`src/rtl/dot_prod_pkg.sv`:
```
// dot_prod_pkg: shared state encoding and constants for the dot-product sequencer.
package dot_prod_pkg;
    typedef enum logic [2:0] {IDLE, CLEAR, FETCH, DRAIN, DONE} state_t;
    localparam int PIPE_LAT_DEF = 4;
    localparam int MAC_W = 32;
endpackage

```
`src/rtl/dot_prod_seq_if.sv`:
```
// dot_prod_seq_if: job, operand-memory, MAC and result signals of the sequencer.
// Optional abort input present when DOT_PROD_SEQ_ABORT_EN is defined.
interface dot_prod_seq_if #(
    parameter int DATA_W = 16,
    parameter int ADDR_W = 10,
    parameter int LEN_W = 8
);
    logic start;
    logic [ADDR_W-1:0] base_addr;
    logic [LEN_W-1:0] len;
    logic busy;
    logic rd_en;
    logic [ADDR_W-1:0] rd_addr;
    logic signed [DATA_W-1:0] rd_data_a, rd_data_b;
    logic signed [DATA_W-1:0] mac_a, mac_b;
    logic mac_en, mac_rst;
    logic signed [dot_prod_pkg::MAC_W-1:0] mac_acc;
    logic signed [dot_prod_pkg::MAC_W-1:0] result;
    logic result_valid, result_ready;
`ifdef DOT_PROD_SEQ_ABORT_EN
    logic abort;
`endif
    modport slave (
`ifdef DOT_PROD_SEQ_ABORT_EN
        input abort,
`endif
        input start, base_addr, len, rd_data_a, rd_data_b, mac_acc, result_ready,
        output busy, rd_en, rd_addr, mac_a, mac_b, mac_en, mac_rst, result, result_valid
    );
    modport master (
`ifdef DOT_PROD_SEQ_ABORT_EN
        output abort,
`endif
        output start, base_addr, len, rd_data_a, rd_data_b, mac_acc, result_ready,
        input busy, rd_en, rd_addr, mac_a, mac_b, mac_en, mac_rst, result, result_valid
    );
endinterface

```
`src/rtl/dot_prod_addr_gen.sv`:
```
// dot_prod_addr_gen: operand address counter and remaining-element down-counter.
module dot_prod_addr_gen #(
    parameter int ADDR_W = 10,
    parameter int LEN_W = 8
) (
    input  logic              clk,
    input  logic              rst_n,
    input  logic              load_i,
    input  logic              step_i,
    input  logic [ADDR_W-1:0] base_i,
    input  logic [LEN_W-1:0]  len_i,
    output logic [ADDR_W-1:0] addr_o,
    output logic              last_o,
    output logic              empty_o
);
    logic [ADDR_W-1:0] addr_q, addr_d;
    logic [LEN_W-1:0] cnt_q, cnt_d;

    always_comb begin
        addr_d = load_i ? base_i : step_i ? addr_q + 1'b1 : addr_q;
        cnt_d = load_i ? len_i : step_i ? cnt_q - 1'b1 : cnt_q;
    end

    always_ff @(posedge clk or negedge rst_n)
        if (!rst_n) begin
            addr_q <= '0;
            cnt_q <= '0;
        end else begin
            addr_q <= addr_d;
            cnt_q <= cnt_d;
        end

    assign addr_o = addr_q;
    assign last_o = cnt_q == LEN_W'(1);
    assign empty_o = cnt_q == '0;
endmodule

```
`src/rtl/dot_prod_seq.sv`:
```
// dot_prod_seq: streams operand pairs from memory into an external pipelined MAC and captures the sum.
// Optional abort input enabled by DOT_PROD_SEQ_ABORT_EN.
module dot_prod_seq import dot_prod_pkg::*; #(
    parameter int DATA_W = 16,
    parameter int ADDR_W = 10,
    parameter int LEN_W = 8,
    parameter int PIPE_LAT = PIPE_LAT_DEF
) (
    input logic clk,
    input logic rst_n,
    dot_prod_seq_if.slave bus
);
    localparam int DW = $clog2(PIPE_LAT + 2);
    localparam logic [DW-1:0] DRAIN_INIT = DW'(PIPE_LAT);

    state_t state_q, state_d;
    logic [DW-1:0] drain_q, drain_d;
    logic issue_vld_q, abort_req, load, last, empty;
    logic signed [MAC_W-1:0] result_q;

`ifdef DOT_PROD_SEQ_ABORT_EN
    assign abort_req = bus.abort && state_q != IDLE;
`else
    assign abort_req = 1'b0;
`endif
    assign load = state_q == IDLE && bus.start;

    dot_prod_addr_gen #(.ADDR_W(ADDR_W), .LEN_W(LEN_W)) u_addr_gen (
        .clk(clk),
        .rst_n(rst_n),
        .load_i(load),
        .step_i(state_q == FETCH),
        .base_i(bus.base_addr),
        .len_i(bus.len),
        .addr_o(bus.rd_addr),
        .last_o(last),
        .empty_o(empty)
    );

    always_comb begin
        state_d = state_q;
        unique case (state_q)
            IDLE:    state_d = bus.start ? CLEAR : IDLE;
            CLEAR:   state_d = empty ? DRAIN : FETCH;
            FETCH:   state_d = last ? DRAIN : FETCH;
            DRAIN:   state_d = drain_q == '0 ? DONE : DRAIN;
            DONE:    state_d = bus.result_ready ? IDLE : DONE;
            default: state_d = IDLE;
        endcase
        if (abort_req) state_d = IDLE;
        drain_d = state_q == DRAIN ? drain_q - 1'b1 : DRAIN_INIT;
    end

    // Last operand reaches the MAC in the first DRAIN cycle; its sum is visible PIPE_LAT cycles later.
    always_ff @(posedge clk or negedge rst_n)
        if (!rst_n) begin
            state_q <= IDLE;
            drain_q <= DRAIN_INIT;
            issue_vld_q <= 1'b0;
            result_q <= '0;
        end else begin
            state_q <= state_d;
            drain_q <= drain_d;
            issue_vld_q <= state_q == FETCH;
            if (state_q == DRAIN && drain_q == '0) result_q <= bus.mac_acc;
        end

    assign bus.busy = state_q != IDLE;
    assign bus.rd_en = state_q == FETCH;
    assign bus.mac_en = state_q inside {CLEAR, FETCH, DRAIN};
    assign bus.mac_rst = !rst_n || state_q == CLEAR || abort_req;
    assign bus.mac_a = issue_vld_q ? bus.rd_data_a : {DATA_W{1'b0}};
    assign bus.mac_b = issue_vld_q ? bus.rd_data_b : {DATA_W{1'b0}};
    assign bus.result = result_q;
    assign bus.result_valid = state_q == DONE;
endmodule

```
`src/flat_wrapper.sv`:
```
// flat-port wrapper written by rule: the top's interface ports become plain ports
module dot_prod_seq_flat import dot_prod_pkg::*;
#(
    parameter int DATA_W = 16,
    parameter int ADDR_W = 10,
    parameter int LEN_W = 8,
    parameter int PIPE_LAT = PIPE_LAT_DEF
)
  (clk, rst_n, bus_start, bus_base_addr, bus_len, bus_rd_data_a, bus_rd_data_b, bus_mac_acc, bus_result_ready, bus_busy, bus_rd_en, bus_rd_addr, bus_mac_a, bus_mac_b, bus_mac_en, bus_mac_rst, bus_result, bus_result_valid);
  dot_prod_seq_if #(.DATA_W(DATA_W), .ADDR_W(ADDR_W), .LEN_W(LEN_W)) bus_i ();
  input logic clk;
  input logic rst_n;
  input wire logic [$bits(bus_i.start)-1:0] bus_start;
  input wire logic [$bits(bus_i.base_addr)-1:0] bus_base_addr;
  input wire logic [$bits(bus_i.len)-1:0] bus_len;
  input wire logic [$bits(bus_i.rd_data_a)-1:0] bus_rd_data_a;
  input wire logic [$bits(bus_i.rd_data_b)-1:0] bus_rd_data_b;
  input wire logic [$bits(bus_i.mac_acc)-1:0] bus_mac_acc;
  input wire logic [$bits(bus_i.result_ready)-1:0] bus_result_ready;
  output wire logic [$bits(bus_i.busy)-1:0] bus_busy;
  output wire logic [$bits(bus_i.rd_en)-1:0] bus_rd_en;
  output wire logic [$bits(bus_i.rd_addr)-1:0] bus_rd_addr;
  output wire logic [$bits(bus_i.mac_a)-1:0] bus_mac_a;
  output wire logic [$bits(bus_i.mac_b)-1:0] bus_mac_b;
  output wire logic [$bits(bus_i.mac_en)-1:0] bus_mac_en;
  output wire logic [$bits(bus_i.mac_rst)-1:0] bus_mac_rst;
  output wire logic [$bits(bus_i.result)-1:0] bus_result;
  output wire logic [$bits(bus_i.result_valid)-1:0] bus_result_valid;
  assign bus_i.start = bus_start;
  assign bus_i.base_addr = bus_base_addr;
  assign bus_i.len = bus_len;
  assign bus_i.rd_data_a = bus_rd_data_a;
  assign bus_i.rd_data_b = bus_rd_data_b;
  assign bus_i.mac_acc = bus_mac_acc;
  assign bus_i.result_ready = bus_result_ready;
  assign bus_busy = bus_i.busy;
  assign bus_rd_en = bus_i.rd_en;
  assign bus_rd_addr = bus_i.rd_addr;
  assign bus_mac_a = bus_i.mac_a;
  assign bus_mac_b = bus_i.mac_b;
  assign bus_mac_en = bus_i.mac_en;
  assign bus_mac_rst = bus_i.mac_rst;
  assign bus_result = bus_i.result;
  assign bus_result_valid = bus_i.result_valid;
  dot_prod_seq #(.DATA_W(DATA_W), .ADDR_W(ADDR_W), .LEN_W(LEN_W), .PIPE_LAT(PIPE_LAT)) u_core (.clk(clk), .rst_n(rst_n), .bus(bus_i));
endmodule
```
`config.mk`:
```
export PLATFORM = sky130hd
export DESIGN_NAME = dot_prod_seq_flat
export DESIGN_NICKNAME = d
export VERILOG_FILES = /design/src/rtl/dot_prod_pkg.sv /design/src/rtl/dot_prod_seq_if.sv /design/src/rtl/dot_prod_addr_gen.sv /design/src/rtl/dot_prod_seq.sv /design/src/flat_wrapper.sv
export SDC_FILE = /design/constraint.sdc
export NUM_CORES = 1
export LEC_CHECK = 0
export CORE_UTILIZATION = 41
export CTS_CLUSTER_SIZE = 16
export DETAILED_ROUTE_END_ITERATION = 7
export PLACE_DENSITY = 0.86
export SYNTH_ARGS = -nofsm -noshare
export SYNTH_HDL_FRONTEND = slang
export SYNTH_SLANG_ARGS = --single-unit
```
`constraint.sdc`:
```
create_clock -name clk -period 4.6 [get_ports clk]
set_clock_uncertainty 0.2 [all_clocks]
set_input_delay 1.38 -clock clk [delete_from_list [all_inputs] [get_ports clk]]
set_output_delay 1.38 -clock clk [all_outputs]
set_load 0.01 [all_outputs]
```
### After elaboration in Yosys (flattened, before gate mapping)

Cells that the tools add are included.

* register bits: 57
* input bits: 86
* output and inout port bits: 79
* word-level logic and storage cells: 37

* add/sub/neg operators: 3
* equality and inequality tests: 5
* muxes and demuxes: 13
* reduce and logical (&&, ||, !) cells: 10

Operator list (count)
* two-way mux 16 bit: 2
* two-way mux 10 bit: 2
* two-way mux 8 bit: 2
* one-hot mux 3 bit (5 select lines): 1
* adder 10 x 1 -> 10 bit (second input constant): 1
* two-way mux 3 bit: 3
* equality test 8 x 1 -> 1 bit (second input constant): 1
* logical NOT 8 bit: 1
* subtractor 8 x 1 -> 8 bit (second input constant): 1
* equality test 3 x 2 -> 1 bit (second input constant): 2
* logical NOT 3 bit: 2
* nonzero test 3 bit: 2
* equality test 3 x 1 -> 1 bit (second input constant): 1
* equality test 3 bit (second input constant): 1
* two-way mux 1 bit: 3
* subtractor 3 x 1 -> 3 bit (second input constant): 1
* logical AND 1 bit: 2
* nonzero test 2 bit: 1
* logical NOT 1 bit: 1
* logical OR 1 bit: 1

### Logic depth before layout (Yosys ltp)

Gate-level depths: netlist of run 1.

* depth after elaboration: 3
* depth in mapped cells: 7
* mapped depth without buffers: 6

### By module

From an unflattened synthesis of run 1, not the netlist that was laid out.

* cells, all modules: 254
* area, all modules: 2834.0 um2

Modules (own cells, without submodules)
* dot_prod_seq: times used 1, cells an instance 140, area each 1799.2 um2, sequential area each 977.2 um2
* dot_prod_addr_gen: times used 1, cells an instance 114, area each 1034.7 um2, sequential area each 450.4 um2

### Worst setup path before layout of run 1

No wires, ideal clock.

* path type: input to output
* start: in bus_rd_data_a[0]
* end: out bus_mac_a[0]
* arrival time: 1.545 ns
* data required time: 3.020 ns
* path slack: 1.475 ns
* cell stages on the path: 1
* buffers on the path: 0
* path through: and2_1

* word-level cells in the longest chain between the ends: 1

RTL lines
* from (decl): line flat_wrapper.sv:16 `input wire logic [$bits(bus_i.rd_data_a)-1:0] bus_rd_data_a;`
* two-way mux 16 bit: line dot_prod_seq.sv:72 `assign bus.mac_a = issue_vld_q ? bus.rd_data_a : {DATA_W{1'b0}};`
* to (decl): line flat_wrapper.sv:23 `output wire logic [$bits(bus_i.mac_a)-1:0] bus_mac_a;`

Every way passes these cells.

### Final worst setup path of run 1

* start: in bus_rd_data_b[13]
* end: out bus_mac_b[13]

* word-level cells in the longest chain between the ends: 1

RTL lines
* from (decl): line flat_wrapper.sv:17 `input wire logic [$bits(bus_i.rd_data_b)-1:0] bus_rd_data_b;`
* two-way mux 16 bit: line dot_prod_seq.sv:73 `assign bus.mac_b = issue_vld_q ? bus.rd_data_b : {DATA_W{1'b0}};`
* to (decl): line flat_wrapper.sv:24 `output wire logic [$bits(bus_i.mac_b)-1:0] bus_mac_b;`

Every way passes these cells.

==> results of run 1 <==
cell type report:
type                            count  area, µm²
Sequential cell                    57       1430
Inverter                           11       41.3
Multi-Input combinational cell    170       1270
Clock inverter                      6       82.6
Clock buffer                       10        128
Tap cell                           77       96.3
Fill cell                         461       1790
Timing Repair Buffer              167       1660
cells in the mapped netlist (all sizes together):
cell     count  area share (%)
mux2        32              13
dfrtp       56              50
o31ai        1            0.27
or3          1            0.22
xnor2        9             2.8
nand2b       2            0.44
buf          8             2.2
nand4bb      1            0.40
nor3         5            0.89
nor2        15             2.0
or3b         1            0.31
dfstp        1            0.93
nor4         2            0.67
nand2       20             2.7
o21ai       14             2.6
nor2b        2            0.44
clkbuf       5            0.67
ha           6             2.7
a211oi       1            0.27
o22ai        1            0.22
nand3b       1            0.71
a22oi        1            0.27
inv         11             1.5
xor2         5             1.6
a221o        3             1.1
or4          1            0.27
nor3b        1            0.44
nand4b       1            0.31
nand4        2            0.44
nor4b        2             1.7
a21oi        2            0.36
nand3        4            0.71
and2        34             7.5
cells in the final DEF (no fill, tap or decap), drive strengths merged, types with 2 or more instances in the layout:
cell type / instances
nand2: 20
clkdlybuf4s50: 163
nor2: 15
mux2: 32
o21ai: 14
inv: 11
xnor2: 9
clkbuf: 10
a21oi: 2
a221o: 3
dfrtp: 56
and2: 34
nor4: 2
nand3: 4
ha: 6
nor2b: 2
nand4: 2
nand2b: 2
nor3: 5
bufinv: 2
buf: 4
nor4b: 2
clkinv: 3
xor2: 5
state kept, by name, summed over array words and instances, names as in the netlist:
name	cells
u_core.bus.result	32
u_core.u_addr_gen.addr_o	10
u_core.u_addr_gen.cnt_q	8
u_core.drain_q	3
u_core.state_q	3
u_core.issue_vld_q	1
worst max-delay path, stage by stage:
cell,delay [ps]
clkdlybuf4s50_1,450
and2_1,120
clkdlybuf4s50_1,570
cells by family after synthesis:
logic type	after synthesis	synth area share, %
adders and majority gates	6	2.66
buffers and inverters	24	4.35
DFF	57	50.6
muxes	32	12.8
and+or+nand+nor	95	20.2
xor gates and xnor gates	14	4.35
AOI/OAI and AO/OA	23	5.06
path summary, 6_finish.rpt:
kind	from	end	depth (start not counted)
max	bus_rd_data_b[13]	bus_mac_b[13]	3
min	u_core.drain_q[0]$_DFF_PN0_	u_core.drain_q[0]$_DFF_PN0_	1
max reg2reg	u_core.state_q[1]$_DFF_PN0_	u_core.u_addr_gen.addr_o[0]$_DFFE_PN0P_	4
min reg2reg	u_core.drain_q[0]$_DFF_PN0_	u_core.drain_q[0]$_DFF_PN0_	1
max in group asynchronous	rst_n	u_core.u_addr_gen.cnt_q[2]$_DFFE_PN0P_	2
min in group asynchronous	rst_n	u_core.bus.result[16]$_DFFE_PN0N_	2
metrics by stage:
step / area [µm²] / worst slack [ps] / hold slack (ps)
after detailed placement: 4500 / 488 / 226
final: 4710 / 499 / 230
after global placement: 4500 / 490 / 211
after global routing: 4710 / 462 / 264
after floorplan: 2820 / 1480 / 202
after CTS: 4710 / 483 / 234
power breakdown:
group | leakage, µW | internal (µW) | switching (µW) | total, µW
sequential | 0.000724 | 672 | 178 | 850
clock | 0.000106 | 302 | 188 | 490
combinational | 0.00115 | 656 | 443 | 1100
per-layer routing:
| layer | up-vias | global-route usage, % | wire length [µm] |
|---|---|---|---|
| met3 | 13 | 8.27 | 783 |
| li1 | 1169 | - | - |
| met1 | 1181 | 20.5 | 2520 |
| met5 | - | 0 | 0 |
| met2 | 126 | 36.7 | 3570 |
| met4 | 0 | 8.63 | 136 |
==> summary.md, run 1 <==
| Metric | Value |
|---|---|
| Status | `finished with violations` |
| Failing checks | `design-rule violations` |
| Share of layout cells above drive strength 1 | `14.0%` |
| Drt first-iter violations | `111` |
| Hold-fix buffers, CTS | `0` |
| Die W | `84.9 µm` |
| Num CTS Buffers | `9` |
| Final GP Congestion | `0.738` |
| Overflow left after global routing | `0` |
| Wirelength per Cell | `14.1 µm` |
| CTS tree | `yes` |
| Unique masters post-synth | `39` |
| Skew-Pair Late Insertion Delay | `320 ps` |
| Worst-path clk slew | `60 ps` |
| TNS Setup | `0 ps` |
| Synthesized Nets | `343` |
| Final hold vios | `0` |
| # Post-CTS Setup Buffers | `0` |
| Htree depth | `3` |
| Crit path arrival time | `roughly 2500 ps` |
| Fin cells | `about 500` |
| Port bufs | `about 160` |
| Startpoint types | `primary input` |
| Initial Utilization | `between 40% and 50%` |
| Initial antenna violation count | `0` |
| Maximum clock path buffer count | `2` |
| CP Capture Type | `primary output` |
| Syn Area/Cell | `between 10 and 15 µm²` |
| Maximum VDD drop | `0.000318 V` |
| Cts repair resizes | `0` |
| Nets@finish | `about 510` |
| Routed vias | `~2500` |
| Die ar. | `around 7200 µm²` |
| DRT antenna net count | `0` |
| CP Max Fanout | `1` |
| Clock root cell | `clkbuf_8` |
| DRT Wirelength | `approximately 7000 µm` |
| Fin crit period | `4100 ps` |
| Area delta synth->final | `67.1%` |
| I/O pin count | `around 170` |
| Sequential element share of the synthesized area | `50.6%` |
| Remaining DRCs | `15` |
| Vias in the first global route | `approximately 2600` |
| YS warnings | `0` |
| Die Ht | `between 80 and 90 µm` |
| Vias per cell | `5.00` |
| Synthesis-stage register bit count | `57` |
| Slew @ Worst Pin | `710 ps` |
| Total global-route track usage | `20.2%` |
| Pin count of the biggest net entering global routing | `58` |
| Leak | `0.00198 µW` |
| Placed cells | `482` |
| Final Cycle Share | `89.1%` |
| Max cap viols | `0` |
| PD cells | `518 nW/µm²` |
| Slew headroom | `52.7%` |
| ANT cells | `0` |
| R2r setup slk | `about 2500 ps` |
| Cell count after synthesis | `approximately 250` |
| Clock Sinks | `57` |
| Std-Cell Core Area | `6490 µm²` |
| Pre-antenna DRT Iters | `6` |
| WP data required | `3020 ps` |
| Post-synth design cell area | `2820 µm²` |
| Total power | `2440 µW` |
| # setup viols final | `0` |
| Dpl hpwl | `5370 µm` |
| Final core utilization | `72.5%` |
| Min-Delay Path Class | `reg -> reg` |
| Critical setup path kind | `in -> out` |
| Fmax | `0.244 GHz` |
| First-pass GRT wire length | `11400 µm` |
| # rows | `29` |
| Unrepaired setup endpoints after global routing | `no` |
| Slew Viols, Final | `0` |
Power figures use the tool's default switching activity.
==> inputs of run 2 (changes only) <==
--- a/config.mk
+++ b/config.mk
@@ -7,2 +7,3 @@
 export LEC_CHECK = 0
+export CAP_MARGIN = 25
 export CORE_UTILIZATION = 41
--- a/constraint.sdc
+++ b/constraint.sdc
@@ -4,2 +4,2 @@
 set_output_delay 1.38 -clock clk [all_outputs]
-set_load 0.01 [all_outputs]
+set_load 0.1 [all_outputs]
==> run 2 against run 1 <==
  * The run still ends with design-rule violations left
  * Sequential cell count unchanged
  * Routed wire length rose by 10%
  * Clock power up 8.4%
  * Setup slack better by 290 ps
  * Total power up 67%
  * Register-to-register slack worse by 30 ps
  * Largest power group unchanged
  * Global-route usage up 2.1 points
  * Non-clock buffer count unchanged
  * Via count is 0.56% lower
  * First-iteration DRC count increased by 37%
  * Largest cell class unchanged
  * Die area did not move
  * Combinational power grew 140%
==> summary.md, run 2 (same netlist as run 1, synthesis figures left out) <==
| Metric | Value |
|---|---|
| Startpoint types | `flip-flop` |
| Total global-route track usage | `22.3% (+2.1 points)` |
| Clock Sinks | `57 (unchanged)` |
| Initial antenna violation count | `0 (unchanged)` |
| Area delta synth->final | `79.2%` |
| Overflow left after global routing | `0 (unchanged)` |
| Drt first-iter violations | `152 (+37%)` |
| Clock root cell | `clkbuf_8` |
| Maximum VDD drop | `0.000509 V (+60%)` |
| Pre-antenna DRT Iters | `6 (unchanged)` |
| Unrepaired setup endpoints after global routing | `no` |
| Die Ht | `84.9 µm (unchanged)` |
| # rows | `29 (unchanged)` |
| ANT cells | `0 (unchanged)` |
| Fin cells | `498 (unchanged)` |
| Status | `finished with violations` |
| Crit path arrival time | `2230 ps (-290 ps)` |
| DRT antenna net count | `0 (unchanged)` |
| DRT Wirelength | `7740 µm (+10%)` |
| PD cells | `805 nW/µm² (+55%)` |
| Share of layout cells above drive strength 1 | `22.8% (+8.8 points)` |
| R2r endpoint | `u_core.u_addr_gen.cnt_q[0]$_DFFE_PN0P_` |
| Worst hold start | `u_core.drain_q[0]$_DFF_PN0_` |
| Remaining DRCs | `15 (unchanged)` |
| CP Capture Type | `primary output` |
| Cts repair resizes | `0 (unchanged)` |
| Register Area | `1430 µm² (unchanged)` |
| Slew Viols, Final | `0 (unchanged)` |
| Final GP Congestion | `0.748 (+1.3%)` |
| Placed cells | `482 (unchanged)` |
| Hold-fix buffers, CTS | `0 (unchanged)` |
| Maximum clock path buffer count | `2 (unchanged)` |
| Dpl hpwl | `5760 µm (+7.3%)` |
| Pin count of the biggest net entering global routing | `58 (unchanged)` |
| Max cap viols | `0 (unchanged)` |
| WP data required | `3020 ps (about the same)` |
| CP max stage cell | `clkdlybuf4s50_1` |
| Min-Delay Path Class | `reg -> reg` |
| Most frequent cells in the layout | `clkdlybuf4s50_1, dfrtp_1, and2_1, buf_12, mux2_2` |
| R2r setup slk | `2500 ps (-30 ps)` |
| Vias per cell | `4.97 (-0.56%)` |
| Initial Utilization | `43.4% (unchanged)` |
| TNS Setup | `0 ps (unchanged)` |
| Fmax | `0.262 GHz (+7.5%)` |
| Port bufs | `164 (unchanged)` |
| Fillers | `406 (-12%)` |
| First-pass GRT wire length | `12400 µm (+9.5%)` |
| I/O pin count | `165 (unchanged)` |
| Critical setup path kind | `reg -> out` |
| # setup viols final | `0 (unchanged)` |
| Num CTS Buffers | `9 (unchanged)` |
| Std-Cell Core Area | `6490 µm² (unchanged)` |
| Vias in the first global route | `2602 (+1.6%)` |
| Worst-path clk slew | `60 ps (about the same)` |
| Nets@finish | `508 (unchanged)` |
| Failing checks | `design-rule violations` |
| CTS tree | `yes` |
| CP max stage delay | `990 ps (+420 ps)` |
| Multi-input gate area | `1270 µm² (unchanged)` |
| # Post-CTS Setup Buffers | `0 (unchanged)` |
| R2r startpoint | `u_core.state_q[1]$_DFF_PN0_` |
| Crit path depth | `2 (-1)` |
| Final hold vios | `0 (unchanged)` |
| CP cell instances | `or3_1, clkdlybuf4s50_1` |
| Final Cycle Share | `82.9% (-6.2 points)` |
| Htree depth | `3 (unchanged)` |
| Wirelength per Cell | `15.5 µm (+10%)` |
| Fin crit period | `3810 ps (-287 ps)` |
| Worst hold endpoint | `u_core.drain_q[0]$_DFF_PN0_` |
| Slew @ Worst Pin | `1000 ps (+293 ps)` |
| Top Family by Delay on Critical Path | `buffers and inverters` |
| Depth of the worst register-to-register path | `4 (unchanged)` |
| Most common cell after layout, fill and taps aside | `clkdlybuf4s50_1` |
| CP Max Fanout | `9 (+8)` |
| Skew-Pair Late Insertion Delay | `330 ps (about the same)` |
| Largest register FFs | `32 (unchanged)` |
| Die W | `84.9 µm (unchanged)` |
| Slew headroom | `32.9% (-20 points)` |
| Leak | `0.00216 µW (+9.3%)` |
| Hold path cells | `1 (unchanged)` |
| Die ar. | `7210 µm² (unchanged)` |
| Routed vias | `2475 (-0.56%)` |
| CP Buf/Inv Count | `1 (-1)` |
==> run 2: changes by cell type in the layout (fill, tap and decap cells not counted), sizes merged <==
cell,before,now
clkinv,3,2
clkdlybuf4s50,163,127
clkbuf,10,11
buf,4,40
==> run 2: layout make-up <==
class                      count  share of cell area, %
clock inverter                 5                   1.54
sequential                    57                   28.3
clock buffer                  11                   3.00
tap                           77                   1.91
timing repair buffer         167                   39.2
multi-input combinational    170                   25.2
inverter                      11                  0.817
==> run 2: how the worst max path moves through the flow <==
stage                                startpoint      endpoint  slack, ps
floorplan           u_core.state_q[1]$_DFF_PN0_   bus_mac_rst        260
global placement               bus_rd_data_a[4]  bus_mac_a[4]        800
detailed placement             bus_rd_data_a[4]  bus_mac_a[4]        800
CTS                 u_core.state_q[0]$_DFF_PN0_      bus_busy        770
global route        u_core.state_q[0]$_DFF_PN0_      bus_busy        740
finish              u_core.state_q[0]$_DFF_PN0_      bus_busy        790
==> run 2: where the power goes <==
group | internal [µW] | switching (µW) | leakage, µW
sequential | 672 | 184 | 0.000724
clock | 332 | 198 | 0.000115
combinational | 814 | 1860 | 0.00133
==> run 2: stage by stage <==
step	power [µW]	util (%)	setup slack, ps	area (µm²)	hold WS, ps
2_1_floorplan	2750	-	258	2820	202
3_3_place_gp	3490	74.2	804	4820	211
3_5_place_dp	3540	74.2	803	4820	216
4_1_cts	4090	77.8	771	5050	252
5_1_grt	4220	77.8	740	5050	276
6_report	4060	77.8	786	5050	245
==> run 2: routing by layer <==
layer | wire length (µm) | global-route usage [%] | vias to the layer above
met1 | 2780 | 22.8 | 1166
met5 | 0 | 0 | -
met4 | 136 | 7.55 | 0
met2 | 4110 | 42.6 | 117
li1 | - | - | 1173
met3 | 716 | 7.10 | 19
